--- config.mk ---
export PLATFORM = sky130hd
export DESIGN_NAME = priority_encoder8x3_reg
export DESIGN_NICKNAME = d
export VERILOG_FILES = /design/src/rtl/priority_encoder8x3_reg.sv
export SDC_FILE = /design/constraint.sdc
export NUM_CORES = 1
export LEC_CHECK = 0
export BUFFER_PORTS_ARGS = -buffer_cell sky130_fd_sc_hd__buf_2
export CAP_MARGIN = 15
export CORE_MARGIN = 2
export CORE_UTILIZATION = 50
export CTS_BUF_LIST = sky130_fd_sc_hd__clkbuf_16
export CTS_CLUSTER_SIZE = 40
export DETAILED_ROUTE_END_ITERATION = 10
export PLACE_DENSITY = 0.75
export SYNTH_ARGS = -nofsm -noshare
export SYNTH_HDL_FRONTEND = slang
export SYNTH_SLANG_ARGS = --single-unit
--- constraint.sdc ---
create_clock -name clk -period 2.18 [get_ports clk]
set_clock_uncertainty 0.1 [all_clocks]
set_input_delay 0.436 -clock clk [delete_from_list [all_inputs] [get_ports clk]]
set_output_delay 0.436 -clock clk [all_outputs]
set_load 0.1 [all_outputs]
--- src/rtl/priority_encoder8x3_reg.sv ---
// ---------------------------------------------------------------------------
// priority_encoder8x3_reg
//   Registered 8-to-3 priority encoder with a pending-request register.
//   Request lines a0..a7 are collected into pend. The index of the
//   highest-priority pending bit is presented on x2..x0, qualified by valid.
//   An ack from the consumer releases the presented request.
//
// Parameters
//   HIGH_FIRST : 1 = a7 wins, 0 = a0 wins
//   STICKY     : 1 = requests latch until acknowledged
//                0 = pend follows the gated inputs every cycle, ack ignored
//
// Ports
//   clk        system clock, rising edge
//   rst        synchronous active-high reset
//   en         request capture enable
//   a0..a7     level-sensitive request lines
//   ack        consumer accepts the presented index (used only while valid)
//   x0,x1,x2   registered encoded index, x2 = MSB
//   valid      registered: at least one request pending
//   multi      registered: more than one request pending
// ---------------------------------------------------------------------------
module priority_encoder8x3_reg #(
   parameter bit HIGH_FIRST = 1'b1,
   parameter bit STICKY     = 1'b1
) (
   input  logic clk,
   input  logic rst,
   input  logic en,
   input  logic a0,
   input  logic a1,
   input  logic a2,
   input  logic a3,
   input  logic a4,
   input  logic a5,
   input  logic a6,
   input  logic a7,
   input  logic ack,
   output logic x0,
   output logic x1,
   output logic x2,
   output logic valid,
   output logic multi
);

   logic [7:0] a_vec;
   logic [7:0] req;
   logic [7:0] clr;

   logic [7:0] pend_q,  pend_d;
   logic [2:0] x_q,     x_d;
   logic       valid_q, valid_d;
   logic       multi_q, multi_d;

   assign a_vec = {a7, a6, a5, a4, a3, a2, a1, a0};
   assign req   = en ? a_vec : 8'h00;

   // The clear mask is decoded from the index held before the edge, so an
   // ack always releases the request the consumer actually saw, even if a
   // higher-priority request shows up in the same cycle.
   generate
      for (genvar gi = 0; gi < 8; gi++) begin : g_clr
         assign clr[gi] = STICKY && valid_q && ack && (x_q == 3'(gi));
      end
   endgenerate

   always_comb begin
      pend_d  = 8'h00;
      x_d     = 3'd0;
      valid_d = 1'b0;
      multi_d = 1'b0;

      // Set beats clear: OR-ing req after masking keeps a re-requested bit.
      if (STICKY) begin
         pend_d = (pend_q & ~clr) | req;
      end else begin
         pend_d = req;
      end

      valid_d = |pend_d;
      // Clearing the lowest set bit leaves something only if >1 bit was set.
      multi_d = |(pend_d & (pend_d - 8'd1));

      // The last set bit visited wins, so the scan direction picks priority.
      if (HIGH_FIRST) begin
         for (int i = 0; i < 8; i++) begin
            if (pend_d[i]) x_d = 3'(i);
         end
      end else begin
         for (int i = 7; i >= 0; i--) begin
            if (pend_d[i]) x_d = 3'(i);
         end
      end
   end

   always_ff @(posedge clk) begin
      if (rst) begin
         pend_q  <= 8'h00;
         x_q     <= 3'd0;
         valid_q <= 1'b0;
         multi_q <= 1'b0;
      end else begin
         pend_q  <= pend_d;
         x_q     <= x_d;
         valid_q <= valid_d;
         multi_q <= multi_d;
      end
   end

   assign x0    = x_q[0];
   assign x1    = x_q[1];
   assign x2    = x_q[2];
   assign valid = valid_q;
   assign multi = multi_q;

endmodule

# Word-level counts from Yosys, hierarchy flattened
# Index checks and enable logic that the tools add are counted.
# word_totals
output_inout_bits	5
reg_bits	13
wordCells	36
input_bits	12
# classes
reduce_logical	12
muxes	8
n_eq_ne	7
n_bitwise	4
addsub	1
# op_table
op	count
$and A8 B8 Y8	2
$reduce_or A8 Y1	2
$eq A3 B3 Y1 const B	4
$mux W3	4
$logic_and A1 B1 Y1	9
$mux W8	1
$not A8 Y8	1
$or A8 B8 Y8	1
$sub A8 B1 Y8 const B	1
$eq A3 B2 Y1 const B	2
$mux W2	2
$eq A3 B1 Y1 const B	1
$logic_not A3 Y1	1
$mux W1	1

# Longest topological paths before layout
# Gate-level depths: netlist of the first run.
# logic_depth
word_depth	12
mapped_depth	7
depth_no_buf	6

# Least setup slack after synthesis of the first run
# OpenSTA, ideal clock, no wires.
# synth_path
path_type	register -> register
start	register x_q[1]
end	register multi_q (netlist: multi)
t_required_ps	1963
path_slack_ps	-192
n_path_buf	0
stages_incl_launch_ff	7
t_arrival_ps	2155
period_less_slack_ps	2372
setup_ps	117
path_cell_list	dfxtp_1 nand3_1 a221oi_4 nand4b_2 nor2_2 o211ai_2 o2bb2ai_1
# synth_via
elab_chain_len	8
elab_cells_between_ends	22
cone_classes	add/sub: 1; eq/ne: 7; bitwise: 4; reduce/logical: 10
# synth_rtl
element	line_no	source
start, declared	51	logic [2:0] x_q, x_d;
start signal, assigned	99	x_q <= 3'd0;
start signal, assigned	104	x_q <= x_d;
$eq A3 B1 Y1, or another cell as far along	63	assign clr[gi] = STICKY && valid_q && ack && (x_q == 3'(gi));
$logic_and A1 B1 Y1	63	
$not A8 Y8 *	75	pend_d = (pend_q & ~clr) | req;
$and A8 B8 Y8 *	75	
$or A8 B8 Y8 *	75	
$sub A8 B1 Y8	82	multi_d = |(pend_d & (pend_d - 8'd1));
$and A8 B8 Y8 *	82	
$reduce_or A8 Y1 *	82	
end signal, assigned	106	multi_q <= multi_d;
end, declared	53	logic multi_q, multi_d;
# Every way passes the cells marked *; elsewhere a longest branch is shown, timed or not.
# A chain may end at the register's enable or synchronous reset.

# Worst setup path in the final report of the first run
# Ends and elaborated chain as after synthesis.

==> results of run 1 <==
power by group through the flow:
stage	clock network [mW]	registers (mW)	logic [mW]
after floorplan	0	0.355	0.106
after global placement	0	0.293	0.208
after detailed placement	0	0.292	0.208
after CTS	0.352	0.289	0.210
after global routing	0.363	0.292	0.224
final	0.350	0.289	0.210
kinds of logic after synthesis:
| group | count (synthesis) |
|---|---|
| AOI/OAI and AO/OA | 31 |
| adders and majority gates | 1 |
| buffers and inverters | 5 |
| DFF | 13 |
| muxes | 2 |
| and+or+nand+nor | 27 |
final cells by class:
class / count / area, um2
repair buffers: 16 / 80.1
clock buffers: 3 / 75.1
multi-input cells: 61 / 419
clock inverters: 1 / 3.75
flip-flops and latches: 13 / 265
fillers: 101 / 448
inverters: 2 / 7.51
well taps: 15 / 18.8
layout by cell type, fill, tap and decap left out, types with 2 or more instances in the layout:
cell type / netlist / final
buf_2: 1 / 16
nor2_1: 10 / 10
dfxtp_1: 13 / 9
a21oi_1: 6 / 6
nand3_1: 5 / 5
nand2_1: 4 / 4
dfxtp_2: 0 / 4
inv_1: 2 / 3
o21ai_0: 3 / 3
o22ai_1: 3 / 3
clkbuf_16: 0 / 3
o21a_1: 2 / 2
o21ai_1: 2 / 2
a21boi_1: 2 / 2
a22oi_2: 2 / 2
nand2b_1: 2 / 2
mux2i_1: 2 / 2
through the flow:
stage	util [%]	worst slack, ns	hold WS [ns]	instance area [um2]	total power [mW]
finish	66.0	0.464	0.362	870	0.850
global route	66.0	0.293	0.405	870	0.879
CTS	66.0	0.480	0.362	870	0.851
detailed placement	60.0	0.319	0.412	791	0.501
global placement	60.0	0.333	0.411	791	0.501
floorplan	-	0.203	0.382	712	0.462
worst reg2reg max path, delay by kind of cell (launching register included):
family | cells | cell delay [ns]
and+or+nand+nor | 2 | 0.38
AOI/OAI and AO/OA | 4 | 0.78
DFF | 1 | 0.34
registers in the layout, summed over array words and instances, names as in the netlist:
signal,cells
multi,1
pend_q,8
valid,1
x_q,3
per-layer routing:
metal / routed length [um] / vias to the layer above / GRT usage (%)
met3: 107 / 5 / 6.09
met1: 750 / 320 / 24.9
met4: 40 / 0 / 11.6
met5: 0 / - / 0
li1: - / 333 / -
met2: 714 / 24 / 29.4
worst max path at each step:
stage	to	slack (ns)
floorplan	multi$_SDFF_PP0_	0.20
global placement	multi$_SDFF_PP0_	0.33
detailed placement	multi$_SDFF_PP0_	0.32
CTS	multi$_SDFF_PP0_	0.48
global route	multi$_SDFF_PP0_	0.29
finish	multi$_SDFF_PP0_	0.46
==> impl_metrics.toml, run 1 <==
[outcome]
status = "finished clean"

[worst_setup_path]
crit_path_start = "x_q[1]$_SDFF_PP0_"
crit_slowest_cell = "dfxtp_2"
path_class = "flop to flop"
slowest_delay_ns = 0.34
path_depth = 6
r2r_end = "multi$_SDFF_PP0_"
worstReg2RegStart = "x_q[1]$_SDFF_PP0_"
reg2regPathDepth = 6
cp-start-kind = "flop"
cp_max_fo = 6
reg2reg_slack_ns = 0.46
path_cells = "nand4b_1, o21ai_1, a21boi_1, a21boi_0, nor2_1, o2bb2ai_1"
worst_ep_arrival_time_ns = 1.74
cp-end-kind = "flop"
worstPathRequired_ns = 2.21
cp_top_family = "compound AO/OA/AOI/OAI gates"
worst-path-buf-inv = 0

[synthesis]
postSynthAreaPerCell_um2 = 8.95
synth_nets = 91
synth_cells = 79
ys_warn_count = 0
synth_common_cells = "dfxtp_1, nor2_1, a21oi_1, nand3_1, nand2_1"
synth_fa_ha_area_share_pct = 1.59
ys_seq_area_share_pct = 36.8
synth_top_cell_by_area = "dfxtp_1"
synth_ff_type = "dfxtp_1"
synth_top_area_share_pct = 36.8
synth.most_common_cell = "dfxtp_1"
ys_top_cells_by_area = "dfxtp_1, nor2_1, a21oi_1, a221oi_4, a22oi_2"
netlist_area_um2 = 707
synth_simple_gate_area_share_pct = 20.5
post_synth_xor_area_fraction_pct = 0
ys_ff_latch = 13
synth-edff-count = 0
muxShareOfSynthArea_pct = 2.83
synth_compound_area_share_pct = 34.3
synthArstFlopShare_pct = 0
yosysUniqueCellTypes = 35
synth_top_family_by_area = "compound AO/OA/AOI/OAI gates"

[pwr]
pwr-share-seq_pct = 34.1
p_int_mw = 0.571
power_density_nw_per_um2 = 977
p_clk_share_pct = 41.2
max-vdd-ir-drop_uv = 670
switching_share_pct = 32.8
p_switching_mw = 0.279
leakage_nw = 0.369
combPwrFrac_pct = 24.7

[clocking]
cts_setup_buffers = 0
clkSinkCount = 13
clockBufferDepth = 2
clock_latency_ns = 0.25
cts_buffers = 3
ctsHoldBuffers = 0
cts_tree = "yes"
cts_root_buffer = "clkbuf_16"
clk_pin_slew_ns = 0.05
htreeDepth = 1
cts-resized-gates = 0

[timing]
fmax_mhz = 583
relSlewSlack_pct = 67.8
fin_crit_ns = 1.72
setup_violations = 0
hold_viol_final = 0
rsz0062_at_grt = "no"
fin_setup_tns_ns = 0
tightest_slew_ns = 0.486
slew_viol_final = 0
fin_crit_sh_pct = 78.7

[placement]
gp_congestion = 0.828
dp.cells = 107
hpwl_mm = 1.13
numPortBuffers = 16

[routing]
dr_total_vias = 682
drtPass1Iterations = 4
drtIter0Drc = 22
finalWirelength_mm = 1.61
wl_per_cell_um = 14.5
vias_per_cell = 6.14
drtAntennaViolNets = 0
drc_errors = 0

[floorplanning]
start_util_pct = 53.7
die_x_um = 41.6
die_h_um = 41.6
die_area_um2 = 1730
num_io_pins = 17
core_area_um2 = 1320
rows = 13

[hold_path]
hp-start = "a0"
whs_endpoint = "pend_q[0]$_SDFF_PP0_"
hold_path.class = "input pin to flop"
hold_path_depth = 3

[global_route]
grt_max_degree = 16
track_usage_pct = 19.7
grt_pass1_wl_mm = 2.57
antenna_found_initial = 0
overflow = 0
grt_pass1_vias = 569

[flow_run]
cap_violations = 0

[layout]
fin_nets = 109
num_antenna_cells = 0
drive_above_1_share_pct = 31.3
syn_to_final_growth_pct = 23.0
fin_cells = 111
Note: power is estimated with default switching activity, not from simulation.
==> run 2: changes to the inputs <==
==> constraint.sdc (replaced) <==
create_clock -name clk -period 1.6 [get_ports clk]
set_clock_uncertainty 0.1 [all_clocks]
set_input_delay 0.32 -clock clk [delete_from_list [all_inputs] [get_ports clk]]
set_output_delay 0.32 -clock clk [all_outputs]
set_load 0.1 [all_outputs]
==> run 2 against run 1 <==
Compared with the run above: the flow now finishes with violations (setup timing); core utilization rose by 16 points; clock-buffer cell count unchanged; combinational power increased by 90%; worst hold slack got worse by 0.11 ns; first-iteration DRC count is 32% higher; total power up 49%; critical endpoint unchanged; largest cell class unchanged; highest routed layer unchanged.
==> impl_metrics.toml, run 2 (synthesized netlist as in run 1, its figures left out) <==
[routing]
dr_total_vias = 802
finalWirelength_mm = 2.26
drtIter0Drc = 29
drtAntennaViolNets = 0
drtPass1Iterations = 4
drc_errors = 0
wl_per_cell_um = 17.4
vias_per_cell = 6.17

[clocking]
cts_buffers = 3
clk_pin_slew_ns = 0.05
cts_tree = "yes"
cts_root_buffer = "clkbuf_16"
htreeDepth = 1
clkSinkCount = 13
clockBufferDepth = 2
clock_latency_ns = 0.24

[outcome]
status = "complete, but fails checks"
violations = "setup timing"

[pwr]
power_density_nw_per_um2 = 1170
finalPower_mw = 1.26
max-vdd-ir-drop_uv = 833
leakage_nw = 0.485

[timing]
hold_ws_ns = 0.250
fin_crit_sh_pct = 104
fmax_mhz = 603
hold_viol_final = 0
fin_setup_tns_ns = -0.0969
setup_violations = 3
rsz0062_at_grt = "yes"
setup_ws_ns = -0.0574
fin_crit_ns = 1.66
relSlewSlack_pct = 67.4
tightest_slew_ns = 0.492
slew_viol_final = 0

[placement]
postPlaceCellArea_um2 = 905
gp_congestion = 0.858
dp.cells = 119
preCtsSetupSlack_ns = -0.103
numPortBuffers = 16
hpwl_mm = 1.41

[hold_path]
hold_path.class = "input pin to flop"
hold_path_depth = 3
hp-start = "a0"

[floorplanning]
core_area_um2 = 1320
die_h_um = 41.6
num_io_pins = 17
die_x_um = 41.6
start_util_pct = 53.7
rows = 13
die_area_um2 = 1730

[flow_run]
cap_violations = 0

[layout]
largest_register_ffs = 8
syn_to_final_growth_pct = 53.5
final_area_um2 = 1080
fin_cells = 130
final_cell_mix = "buf_4, buf_2, nor2_1, dfxtp_1, a21oi_1"
num_antenna_cells = 0
reg_top3 = "pend_q (8), x_q (3)"
drive_above_1_share_pct = 50.4
fin_nets = 128
top_register = "pend_q"
final_common_cell = "buf_4"
final_util_pct = 82.3

[worst_setup_path]
worstPathRequired_ns = 1.62
worstReg2RegStart = "x_q[1]$_SDFF_PP0_"
reg2regPathDepth = 6
crit_end = "multi$_SDFF_PP0_"
path_class = "flop to flop"
cp_max_fo = 4
r2r_end = "multi$_SDFF_PP0_"
crit_path_start = "x_q[1]$_SDFF_PP0_"
worst_ep_arrival_time_ns = 1.68
reg2reg_slack_ns = -0.06
cp-end-kind = "flop"
cp-start-kind = "flop"

[global_route]
overflow = 0
grt_max_degree = 16
antenna_found_initial = 0
grt_pass1_vias = 742
grt_pass1_wl_mm = 3.34
track_usage_pct = 25.9
==> run 2: cell types whose count changed in the layout (fill, tap and decap cells not counted), moves of 2 or more <==
cell / before / now
dfxtp_4: 0 / 4
dfxtp_2: 4 / 0
o21ai_2: 0 / 2
nand3_1: 5 / 3
buf_4: 0 / 17
o21ai_1: 2 / 0
==> run 2: worst min path at each step <==
stage                           end  slack, ns
2_1_floorplan     x_q[2]$_SDFF_PP0_       0.28
3_3_place_gp   pend_q[0]$_SDFF_PP0_       0.42
3_5_place_dp   pend_q[0]$_SDFF_PP0_       0.43
4_1_cts        pend_q[0]$_SDFF_PP0_       0.25
5_1_grt        pend_q[0]$_SDFF_PP0_       0.27
6_report       pend_q[0]$_SDFF_PP0_       0.25
==> run 2: worst max-delay path, cell delays in order (launching register included) <==
cell       delay (ns)
dfxtp_4          0.35
and4bb_1         0.30
o211a_1          0.25
nand4b_4         0.15
nor2_4           0.17
o211ai_2         0.09
o2bb2ai_1        0.12
==> run 2: metal layers <==
metal / part of all wire, % / up-vias / track usage, %
met5: 0 / - / 0
met3: 4.9 / 7 / 5.65
met2: 49 / 30 / 43.8
met1: 43 / 391 / 29.8
met4: 2.5 / 0 / 14.8
li1: - / 374 / -
==> run 2: area by class of cell <==
type	instances	area, um2
Inverter	2	7.51
Fill cell	75	233
Clock inverter	1	3.75
Sequential cell	13	275
Timing Repair Buffer	35	226
Tap cell	15	18.8
Clock buffer	3	75.1
Multi-Input combinational cell	61	478
==> run 2: power by group <==
group / switching [mW] / internal, mW / total (mW)
clock network: 0.145 / 0.330 / 0.475
registers: 0.0338 / 0.356 / 0.390
logic: 0.243 / 0.156 / 0.399
==> run 2: timing repair <==
action,in CTS,in global routing
resized for setup,7,4
endpoints found under the setup margin,2,5
buffers inserted,1,6
endpoints found under the hold margin,0,0
hold buffers,0,0
pin swaps,4,5
==> run 3: changes to the inputs <==
==> config.mk (replaced) <==
export PLATFORM = sky130hd
export DESIGN_NAME = priority_encoder8x3_reg
export DESIGN_NICKNAME = d
export VERILOG_FILES = /design/src/rtl/priority_encoder8x3_reg.sv
export SDC_FILE = /design/constraint.sdc
export NUM_CORES = 1
export LEC_CHECK = 0
export CAP_MARGIN = 15
export CORE_MARGIN = 2
export CORE_UTILIZATION = 53
export CTS_BUF_LIST = sky130_fd_sc_hd__clkbuf_16
export CTS_CLUSTER_SIZE = 40
export DETAILED_ROUTE_END_ITERATION = 10
export DONT_BUFFER_PORTS = 1
export PLACE_DENSITY = 0.71
export SYNTH_ARGS = -nofsm -noshare
export SYNTH_HDL_FRONTEND = slang
export SYNTH_SLANG_ARGS = --single-unit
==> constraint.sdc (replaced) <==
create_clock -name clk -period 1.5 [get_ports clk]
set_clock_uncertainty 0.1 [all_clocks]
set_input_delay 0.3 -clock clk [delete_from_list [all_inputs] [get_ports clk]]
set_output_delay 0.3 -clock clk [all_outputs]
set_load 0.1 [all_outputs]
==> run 3 against run 2 <==
Compared with the run above: the run still ends with setup timing left; first-iteration DRC count is 17% lower; core utilization decreased by 0.88 points; final cell count fell by 10%; clock-buffer cell count unchanged; maximum frequency fell by 4.9%; die area decreased by 5.1%; combinational power is 1% lower; largest power group unchanged.
==> impl_metrics.toml, run 3 (synthesized netlist as in run 1, its figures left out) <==
[outcome]
status = "complete, but fails checks"
violations = "setup timing"

[global_route]
grt_pass1_wl_mm = 2.97
grt_max_degree = 16
antenna_found_initial = 0
track_usage_pct = 28.1
overflow = 0
grt_pass1_vias = 658

[timing]
setup_ws_ns = -0.243
slew_viol_final = 0
relSlewSlack_pct = 74.1
fmax_mhz = 574
fin_crit_ns = 1.74
setup_violations = 5
tightest_slew_ns = 0.385
fin_crit_sh_pct = 116
fin_setup_tns_ns = -0.857
hold_viol_final = 0
rsz0062_at_grt = "yes"

[layout]
top_register = "pend_q"
final_area_um2 = 1030
fin_cells = 117
largest_register_ffs = 8
num_antenna_cells = 0
drive_above_1_share_pct = 45.1
fill_cells = 76
final_common_cell = "buf_4"
fin_nets = 115
syn_to_final_growth_pct = 46.2
reg_top3 = "pend_q (8), x_q (3)"
final_cell_mix = "buf_4, nor2_1, dfxtp_1, nand2_1, dfxtp_4"

[floorplanning]
num_io_pins = 17
die_area_um2 = 1640
die_x_um = 40.5
die_h_um = 40.5
core_area_um2 = 1270
start_util_pct = 55.7
rows = 13

[routing]
drtAntennaViolNets = 0
vias_per_cell = 6.03
drtIter0Drc = 24
dr_total_vias = 705
drc_errors = 0
drtPass1Iterations = 4
finalWirelength_mm = 2.06
wl_per_cell_um = 17.6

[clocking]
clk_pin_slew_ns = 0.05
clock_latency_ns = 0.24
cts_buffers = 3
clkSinkCount = 13
clockBufferDepth = 2
cts_tree = "yes"
cts_root_buffer = "clkbuf_16"
htreeDepth = 1

[worst_setup_path]
worst_ep_arrival_time_ns = 1.77
path_cells = "nand4b_1, o31ai_4, nand3_2, nor2_4, o211ai_2, o2bb2ai_1"
slowest_delay_ns = 0.35
path_depth = 6
path_class = "flop to flop"
cp-end-kind = "flop"
cp_top_family = "simple AND/OR/NAND/NOR gates"
cp_max_fo = 4
reg2regPathDepth = 6
worst-path-buf-inv = 0
cp-start-kind = "flop"
crit_slowest_cell = "o31ai_4"
worstPathRequired_ns = 1.53

[pwr]
p_switching_mw = 0.410
pwr-share-seq_pct = 32.1
max-vdd-ir-drop_uv = 1510
p_clk_share_pct = 37.7
power_density_nw_per_um2 = 1260
switching_share_pct = 31.4
leakage_nw = 0.434
combPwrFrac_pct = 30.2
p_int_mw = 0.895

[flow_run]
cap_violations = 0

[placement]
gp_congestion = 0.884
postPlaceCellArea_um2 = 881
dp.cells = 110
numPortBuffers = 0
hpwl_mm = 1.35

[hold_path]
hold_path_depth = 1
hold_path.class = "input pin to flop"
==> run 3: cell count changes in the layout (fill, tap and decap cells not counted), sizes merged <==
cell	previous run	this run
clkbuf	5	3
buf	33	22
==> run 3: area by class of cell <==
cell class	count	area (um2)	share of cell area [%]
Clock buffer	3	75.1	7.26
Timing Repair Buffer	22	173	16.7
Sequential cell	13	275	26.6
Clock inverter	1	3.75	0.363
Inverter	2	7.51	0.726
Tap cell	15	18.8	1.82
Multi-Input combinational cell	61	480	46.5
==> run 3: metal layers <==
| layer | up-vias | track usage [%] | wire length (um) |
|---|---|---|---|
| met3 | 2 | 9.44 | 142 |
| met4 | 0 | 9.17 | 13 |
| li1 | 350 | - | - |
| met2 | 26 | 46.4 | 1070 |
| met5 | - | 0 | 0 |
| met1 | 327 | 33.7 | 840 |
==> run 3: path summary, 6_finish.rpt <==
path / startpoint / endpoint / slack (ns)
max: x_q[1]$_SDFF_PP0_ / multi$_SDFF_PP0_ / -0.24
min: rst / valid$_SDFF_PP0_ / 0.01
max reg2reg: x_q[1]$_SDFF_PP0_ / multi$_SDFF_PP0_ / -0.24
min reg2reg: pend_q[0]$_SDFF_PP0_ / pend_q[0]$_SDFF_PP0_ / 0.43
==> run 3: power by group through the flow <==
stage,Clock [mW],Sequential [mW],Combinational (mW)
after detailed placement,0,0.422,0.350
after floorplan,0,0.517,0.159
final,0.492,0.419,0.394
after global routing,0.519,0.421,0.415
after global placement,0,0.420,0.347
after CTS,0.497,0.415,0.366
==> run 3: per-stage QoR <==
| step | total power, mW | hold slack (ns) | utilization (%) | setup slack (ns) |
|---|---|---|---|---|
| after detailed placement | 0.773 | 0.266 | 69.4 | -0.171 |
| after global routing | 1.35 | 0.00440 | 81.5 | -0.307 |
| final | 1.30 | 0.0122 | 81.5 | -0.243 |
| after CTS | 1.28 | 0.00864 | 77.7 | -0.187 |
| after global placement | 0.767 | 0.262 | 69.4 | -0.176 |
| after floorplan | 0.676 | 0.263 | - | -0.254 |
==> run 3: timing repair <==
action / 4_1_cts / 5_1_grt
pin swaps: 1 / 5
resized for setup: 1 / 11
endpoints found under the setup margin: 5 / 6
setup buffers: 3 / 0
hold buffers: 0 / 0
